<file path="src/rtl/reg_xfer_ctrl.sv">
// Bus sequencer for a bank of bus registers: one word per request, moved
// register-to-register or from an external source, with busy/done/err handshake.
module reg_xfer_ctrl #(
    parameter int NREG  = 4,
    parameter int SEL_W = 2,
    parameter int WIDTH = 4
) (
    input  logic             clk,
    input  logic             clr,
    input  logic             req,
    input  logic [SEL_W-1:0] src,
    input  logic [SEL_W-1:0] dst,
    input  logic             ext,
    input  logic [WIDTH-1:0] ext_data,
    input  logic [WIDTH-1:0] bus_in,
    output logic [NREG-1:0]  oen,
    output logic [NREG-1:0]  inen,
    output logic             bus_oe,
    output logic [WIDTH-1:0] bus_out,
    output logic             busy,
    output logic             done,
    output logic             err,
    output logic [WIDTH-1:0] last_data
);

    typedef enum logic [1:0] {
        IDLE,
        DRIVE,
        LATCH,
        FIN
    } state_t;

    localparam logic [SEL_W:0] NREG_LIM = (SEL_W + 1)'(NREG);

    state_t           r_state;
    logic [SEL_W-1:0] r_dst;

    logic             w_srcOob;
    logic             w_dstOob;
    logic             w_reject;
    logic [NREG-1:0]  w_srcHot;
    logic [NREG-1:0]  w_dstHot;

    // The source index only matters for register-to-register moves.
    assign w_srcOob = ({1'b0, src} >= NREG_LIM);
    assign w_dstOob = ({1'b0, dst} >= NREG_LIM);
    assign w_reject = w_dstOob | (~ext & (w_srcOob | (src == dst)));
    assign w_srcHot = {{(NREG-1){1'b0}}, 1'b1} << src;
    assign w_dstHot = {{(NREG-1){1'b0}}, 1'b1} << r_dst;

    always_ff @(posedge clk) begin
        if (clr) begin
            r_state   <= IDLE;
            r_dst     <= '0;
            oen       <= '0;
            inen      <= '0;
            bus_oe    <= '0;
            bus_out   <= '0;
            busy      <= 1'b0;
            done      <= 1'b0;
            err       <= 1'b0;
            last_data <= '0;
        end else begin
            case (r_state)
                IDLE: begin
                    if (req) begin
                        r_dst <= dst;
                        busy  <= 1'b1;
                        if (w_reject) begin
                            done    <= 1'b1;
                            err     <= 1'b1;
                            r_state <= FIN;
                        end else begin
                            if (ext) begin
                                bus_oe  <= 1'b1;
                                bus_out <= ext_data;
                            end else begin
                                oen <= w_srcHot;
                            end
                            r_state <= DRIVE;
                        end
                    end
                end
                DRIVE: begin
                    inen    <= w_dstHot;
                    r_state <= LATCH;
                end
                // Destination captures at this edge; mirror the bus word for the requester.
                LATCH: begin
                    oen       <= '0;
                    inen      <= '0;
                    bus_oe    <= 1'b0;
                    done      <= 1'b1;
                    last_data <= bus_in;
                    r_state   <= FIN;
                end
                FIN: begin
                    done    <= 1'b0;
                    err     <= 1'b0;
                    busy    <= 1'b0;
                    r_state <= IDLE;
                end
                default: begin
                    r_state <= IDLE;
                end
            endcase
        end
    end

endmodule

</file>
<file path="config.mk">
export PLATFORM = sky130hd
export DESIGN_NAME = reg_xfer_ctrl
export DESIGN_NICKNAME = d
export VERILOG_FILES = /design/src/rtl/reg_xfer_ctrl.sv
export SDC_FILE = /design/constraint.sdc
export NUM_CORES = 1
export LEC_CHECK = 0
export ABC_AREA = 1
export CAP_MARGIN = 10
export CORE_MARGIN = 2
export CORE_UTILIZATION = 40
export CTS_CLUSTER_DIAMETER = 80
export DETAILED_ROUTE_END_ITERATION = 8
export PLACE_DENSITY = 0.83
export SYNTH_ARGS = -nofsm -noshare
export SYNTH_HDL_FRONTEND = slang
export SYNTH_SLANG_ARGS = --single-unit
</file>
<file path="constraint.sdc">
create_clock -name clk -period 1.2 [get_ports clk]
set_input_delay 0.18 -clock clk [delete_from_list [all_inputs] [get_ports clk]]
set_output_delay 0.18 -clock clk [all_outputs]
set_load 0.1 [all_outputs]
</file>
==> results.txt, run 1 <==
The least setup slack across all paths after layout is -0.123 ns. The number of DRC markers after the initial detailed-route iteration is 36. The worst setup path is captured at a flop. The final reports fail on setup timing. For the finished layout, the period the worst path requires is 1.32 ns.

The power density over cell area came out at approximately 2500 nW/um^2. The count of input and output buffers is 35. The global routing stage identified its most utilized layer as met2. The number of buffers between clock root and the deepest sink came out at 2. Once layout is done, the placed cells without fillers occupy 2110 sq um.

Each instance of the synthesized netlist takes up on average 7.18 sq um. The worst setup path is of the reg -> reg kind. The worst setup skew after layout is 0.0111 ns. The count of fill cells added during filler insertion is 126. The core area is 2520 sq um. The met2 routing resource usage after global routing came out at 0.461.

The number of violations of the max-capacitance limit is 0. The die span in x came out at 56.2 microns. The fraction of final layout cells with drive strength greater than 1 came out at 0.528. The total length of routed wires is 4050 microns. The final clock period utilization by the worst path came out at 1.10. The placed instance count came out at 234. The run finished, with violations left. The final sum of negative setup slack is -1.48 ns. In the global route stage, met3 resource usage came out at 0.0512. The first global-routing pass estimated 5970 microns of wire. The worst setup path is launched from a flop.

The worst-case vdd ir drop is 0.00245 V. The overall die area is roughly 3200 sq um. Clock-pin slew was measured on the worst setup and hold paths at 0.14 ns. Setup violations remaining at the end of the flow were counted as 18. The growth of design area from synthesis to finish is 93.1%. TritonCTS built the clock tree. The average via count per standard cell came out at 5.35. The number of instances in the synthesized netlist came out at 152.

The via count of the first global-routing pass came out at 1257. The root cell of the clock tree is clkbuf_4. Final hold analysis gives a worst-case slack of 0.404 ns. Setup repair after global routing could not meet its margin everywhere. The clock latency at the later pin of the worst-skew pair is 0.34 ns.

The initial antenna violation count came out at 0. The tightest min-delay check is of the in -> reg type. The total CTS buffers is 3. For this run, design rule violations remaining after detail routing come to 0. The data arrival time at the worst-slack endpoint came out at ~1.6 ns.

The global-route usage over all layers came out at 0.239. The leakage power summed over all cells is 0.907 nW. The net switching power came out at around 2.5 mW. 36 I/O pins were placed. The overall overflow remaining after global route is 0. Clock tree synthesis found a total of 24 sinks.

The synthesized netlist contains 18 unique library cells. The peak fanout along the critical path is 3. The number of nets in the layout came out at 235. The count of final max-slew check failures is 0. The post-route non-filler standard cell count came out at roughly 240. The data required time at the worst endpoint is 1.44 ns.

The post-synthesis sequential element count came out at 24. The number of nets handed over by synthesis was 172. The switching fraction of total power is 0.484. The floorplan has 18 rows.

The number of warnings printed during yosys synthesis is 0. The clock network fraction of total power is 0.116. The routability-driven placement congestion ratio came out at 0.791. The number of levels the H-tree was split into is 1.

The actual slew at the worst max-slew pin is around 0.26 ns. The upper clock frequency limit is 756 MHz. The worst pin sits at a relative slew slack of 0.828.

0 antenna diodes ended up in the layout. The fraction of the yosys area taken by sequential cells came out at 0.440. For this configuration, the core starts out at a cell density of 0.433. Once detailed placement completed, the half-perimeter wirelength came to 2490 microns.

The number of nets with antenna violations after detailed routing came out at 0. The global-route met1 utilization is 0.256. The sequential share of power is 0.240.

The fraction of the core area covered by cells at the end of the flow came out at 0.835. The total internal power is 2.68 mW. The number of hold violations in the final report came out at 0. The maximum number of pins on one net before global-route repair came out at 15. The netlist area before placement is around 1100 sq um. The share of total power dissipated in combinational logic is 0.644. The total iterations of the first detailed-routing run came out at 4. The floorplan die height came out at about 56 microns.

The area of placed instances is 1870 sq um. The mean routed wirelength per cell came out at 16.6 microns. The detailed router placed 1306 vias in this run.
## layout by cell type (no fill, tap or decap), types with 9 or more instances in the layout
cell             instances
nand2_1                 23
buf_4                   22
dfxtp_2                 20
buf_12                  20
nor2_1                  15
clkdlybuf4s50_1         15
inv_1                   13
a21oi_1                 10
a21oi_2                  9
## per-layer routing
| metal | share of wire | up-vias |
|---|---|---|
| met1 | 0.38 | 614 |
| met3 | 0.051 | 20 |
| li1 | - | 613 |
| met2 | 0.52 | 59 |
| met4 | 0.047 | 0 |
| met5 | 0 | - |
## metrics by stage
stage / total power [mW] / worst slack (ns)
floorplan: 2.95 / -0.0234
global placement: 3.98 / -0.199
detailed placement: 4.09 / -0.339
CTS: 4.84 / -0.0417
global route: 5.39 / -0.184
finish: 5.20 / -0.123
## state kept, by name (all words and copies together), names as in the netlist
signal,cells
bus_oe,1
bus_out,4
busy,1
done,1
err,1
inen,4
last_data,4
oen,4
r_dst,2
r_state,2
## cell usage after synthesis
library cell  count  area [sq um]
dfxtp_1          24           480
nand2_1          24          90.1
inv_1            19          71.3
a21oi_1          18          90.1
nor2_1           18          67.6
nand3_1          10          50.1
o21ai_0          10          50.1
inv_2             5          18.8
nand4_1           5          31.3
ha_1              4          50.1
nor3_1            4          20.0
buf_2             3          15.0
nand2_2           2          12.5
nand3_2           2          20.0
a21oi_2           1          8.76
a31oi_1           1          6.26
clkbuf_1          1          3.75
o21ai_1           1          5.00
## power groups by stage
stage	Clock [mW]	Sequential (mW)	Combinational, mW
floorplan	0	2.20	0.753
global placement	0	1.21	2.77
detailed placement	0	1.22	2.86
CTS	0.594	1.22	3.02
global route	0.633	1.26	3.49
finish	0.603	1.25	3.35
## area by class of cell
type	count	area (sq um)	area share
Timing Repair inverter	1	7.51	0.00356
Clock inverter	1	30.0	0.0143
Multi-Input combinational cell	100	637	0.302
Clock buffer	3	22.5	0.0107
Timing Repair Buffer	61	761	0.361
Tap cell	30	37.5	0.0178
Sequential cell	24	509	0.242
Inverter	24	103	0.0487
## what timing repair did
action / 4_1_cts / 5_1_grt
hold buffers: 0 / 0
setup endpoints to repair: 16 / 19
gates cloned: 0 / 1
resized for setup: 26 / 19
pin swaps: 7 / 13
setup buffers: 2 / 4
## kinds of logic after synthesis
| group | share of synthesized area |
|---|---|
| compound gates | 0.147 |
| flops | 0.440 |
| simple gates | 0.267 |
| buf+inv | 0.0998 |
| fa+ha+maj | 0.0459 |
## final timing paths
kind / from / to / slack, ns / cells after the start
max: r_state[1] / r_state[1] / -0.12 / 7
min: ext_data[3] / bus_out[3] / 0.40 / 3
max reg2reg: r_state[1] / r_state[1] / -0.12 / 7
min reg2reg: bus_out[2] / bus_out[2] / 0.49 / 2
## worst max-delay path: stages (launching register included)
cell,delay (ns)
dfxtp_4,0.42
inv_6,0.05
buf_4,0.13
ha_4,0.24
o21ai_2,0.17
a21oi_2,0.05
o21ai_1,0.13
inv_1,0.05
No activity file was read; power rests on OpenSTA's default activity.
==> run 2: changes to the inputs <==
RECOVER_POWER = 100   (was unset)
==> results.txt, run 2 (synthesized netlist as in run 1, its figures left out) <==
The overall die area came out at 3160 sq um. Hold repair after CTS inserted 0 buffers. The total vias in the final route is about 1300. The post-route worst hold slack came out at 0.410 ns. The worst setup path is launched from a flop.

The worst-case vdd ir drop is between 0.002 and 0.0025 V. The effective utilization at floorplan is 0.433. The max-slew headroom at the worst pin came out at 0.827. Clock skew on the completed layout was measured at 0.0110 ns. The post-route non-filler standard cell count came out at roughly 240.

The initialized floorplan defines 18 standard-cell rows. The later pin in the worst-skew pair is clocked with a latency of 0.33 ns. The final period demand of the worst path is ~1.3 ns.

For this block, wires on met1 add up to approximately 1500 microns. The area of placed instances came out at 1870 sq um. TritonCTS built the clock tree. The global-route usage over all layers is 0.239. The DRC violations left came out at 0. The run finished, with violations left.

The root cell of the clock tree is clkbuf_4. Once detailed placement completed, the half-perimeter wirelength came to around 2500 microns. Of the available clock period, the critical path in the final layout requires 1.10. The number of clock sinks came out at 24. The worst hold path stage count came out at 3. Setup violations remaining at the end of the flow were counted as 18. Setup repair after global routing could not meet its margin everywhere. The depth of the most critical reg-to-reg path came out at 7. The checks that failed: setup timing.

The die span in x came out at about 56 microns. The worst setup path is captured at a flop. The wire length on met2 came out at 2130 microns. The count of final max-slew check failures came out at 0. In this run the worst hold path is classified as in -> reg.

The power density over cell area is about 2500 nW/um^2. The clock input transition at the sequential cells of the worst setup and hold paths came out at 0.14 ns. The setup check on the worst reg-to-reg path leaves a slack of -0.12 ns. In the layout the commonest cells are nand2_1, buf_4, dfxtp_2. After detailed routing, no signal wire sits above met4. The analysis attributes to cell leakage a power of 0.891 nW.

The peak fanout along the critical path came out at 3. The number of levels the H-tree was split into is 1. The least setup slack across all paths after layout is -0.123 ns.

The total length of routed wires is 4050 microns. The number of hold violations in the final report is 0. After detailed routing, the number of vias per cell comes to 5.35. At the end of the flow, the number of nets in the layout was approximately 240. The initial antenna violation count was 0. The data arrival time at the worst-slack endpoint is around 1.6 ns. The maximum number of pins on one net before global-route repair came out at 15. The core area came out at 2520 sq um. The library cell used most frequently in the layout, excluding fill and tap cells, is nand2_1. The congestion estimate from routability-driven global placement came to 0.791. Based on the critical path, the design can be clocked at up to 756 MHz. After filler insertion, the fill cell instance count of the layout stands at approximately 140. The class of the most critical setup path is reg -> reg.

The area growth from synthesis to layout is 87.5%. The number of primary I/O pins came out at 36. The via count of the first global-routing pass is 1257. For the pin with the worst max-slew slack, the measured transition is 0.260 ns.

The overall overflow remaining after global route came out at 0. The total CTS buffers is 3. The cell area after layout is between 2000 and 2500 sq um. The floorplan die height is 56.2 microns. The mean routed wirelength per cell is 16.6 microns. In this run the tool buffered the top-level ports with 35 buffer cells. For this design, the slowest cell found on the critical path is dfxtp_4. For the worst setup path, the data required time is 1.43 ns.

The first detailed-routing pass took 4 iterations. The number of DRC markers after the initial detailed-route iteration came out at 30. Once detail routing completed, the nets flagged for antenna violations numbered 0. The delay of the slowest critical-path stage came out at 0.42 ns. The fraction of final layout cells with drive strength greater than 1 came out at 0.528. 0 antenna diodes ended up in the layout. The signal on the critical path passes through inv_6 -> buf_4 -> ha_4 -> o21ai_2 -> a21oi_2 -> o21ai_1 -> inv_1. The number of placed instances, taps included, is 234. The number of buffers between clock root and the deepest sink came out at 2. The first-pass GRT wire length is 5970 microns. The routed length on met3 is 247 microns. The number of violations of the max-capacitance limit came out at 0.
run 2: cell counts in the layout (fill, tap and decap cells not counted):
No cell type changed its count.
run 2: power by group:
part / switching [mW] / internal (mW)
registers: 0.202 / 1.03
logic: 2.04 / 1.23
clock network: 0.261 / 0.338
run 2: final timing paths:
path                             startpoint          to
worst min register to register   bus_out[2]  bus_out[2]
worst min-delay path            ext_data[3]  bus_out[3]
worst max register to register   r_state[1]  r_state[1]
worst max-delay path             r_state[1]  r_state[1]
run 2: final cells by class:
cell class              count  area, sq um  share of cell area
clock inverters             1         30.0              0.0147
clock buffers               3         22.5              0.0110
repair buffers             61          699               0.342
multi-input cells         100          637               0.311
inverters                  24          103              0.0502
repair inverters            1         7.51             0.00367
flip-flops and latches     24          509               0.249
well taps                  30         37.5              0.0183
run 2: layer usage:
| layer | vias up | GRT usage |
|---|---|---|
| met1 | 615 | 0.256 |
| met3 | 18 | 0.0512 |
| met4 | 0 | 0.0680 |
| met2 | 59 | 0.461 |
| li1 | 613 | - |
| met5 | - | 0 |
run 2: worst max-delay path, delay by kind of cell (launching register included):
family / cells / cell delay [ns]
flip-flops: 1 / 0.42
adder cells (fa/ha/maj): 1 / 0.24
AO/OA/AOI/OAI: 3 / 0.35
buffers and inverters: 3 / 0.23
run 2: per-stage QoR:
stage / setup slack, ns / TNS [ns] / power, mW / utilization
CTS: -0.0417 / -0.169 / 4.84 / 0.796
finish: -0.123 / -1.50 / 5.09 / 0.811
global placement: -0.199 / -1.76 / 3.98 / 0.742
global route: -0.184 / -2.73 / 5.28 / 0.811
floorplan: -0.0234 / -0.0714 / 2.95 / -
detailed placement: -0.339 / -2.74 / 4.09 / 0.742
run 2: timing repair:
action                                  in CTS  in global routing
endpoints found under the setup margin      16                 19
buffers inserted                             2                  4
hold endpoints to repair                     0                  0
pin swaps                                    7                 13
resized for setup                           26                 19
gates cloned                                 0                  1
==> run 3: changes to the inputs <==
GPL_ROUTABILITY_DRIVEN = 0   (was unset)
==> results of run 3 <==
The final DEF is identical to that of run 2; final timing and power are the same.
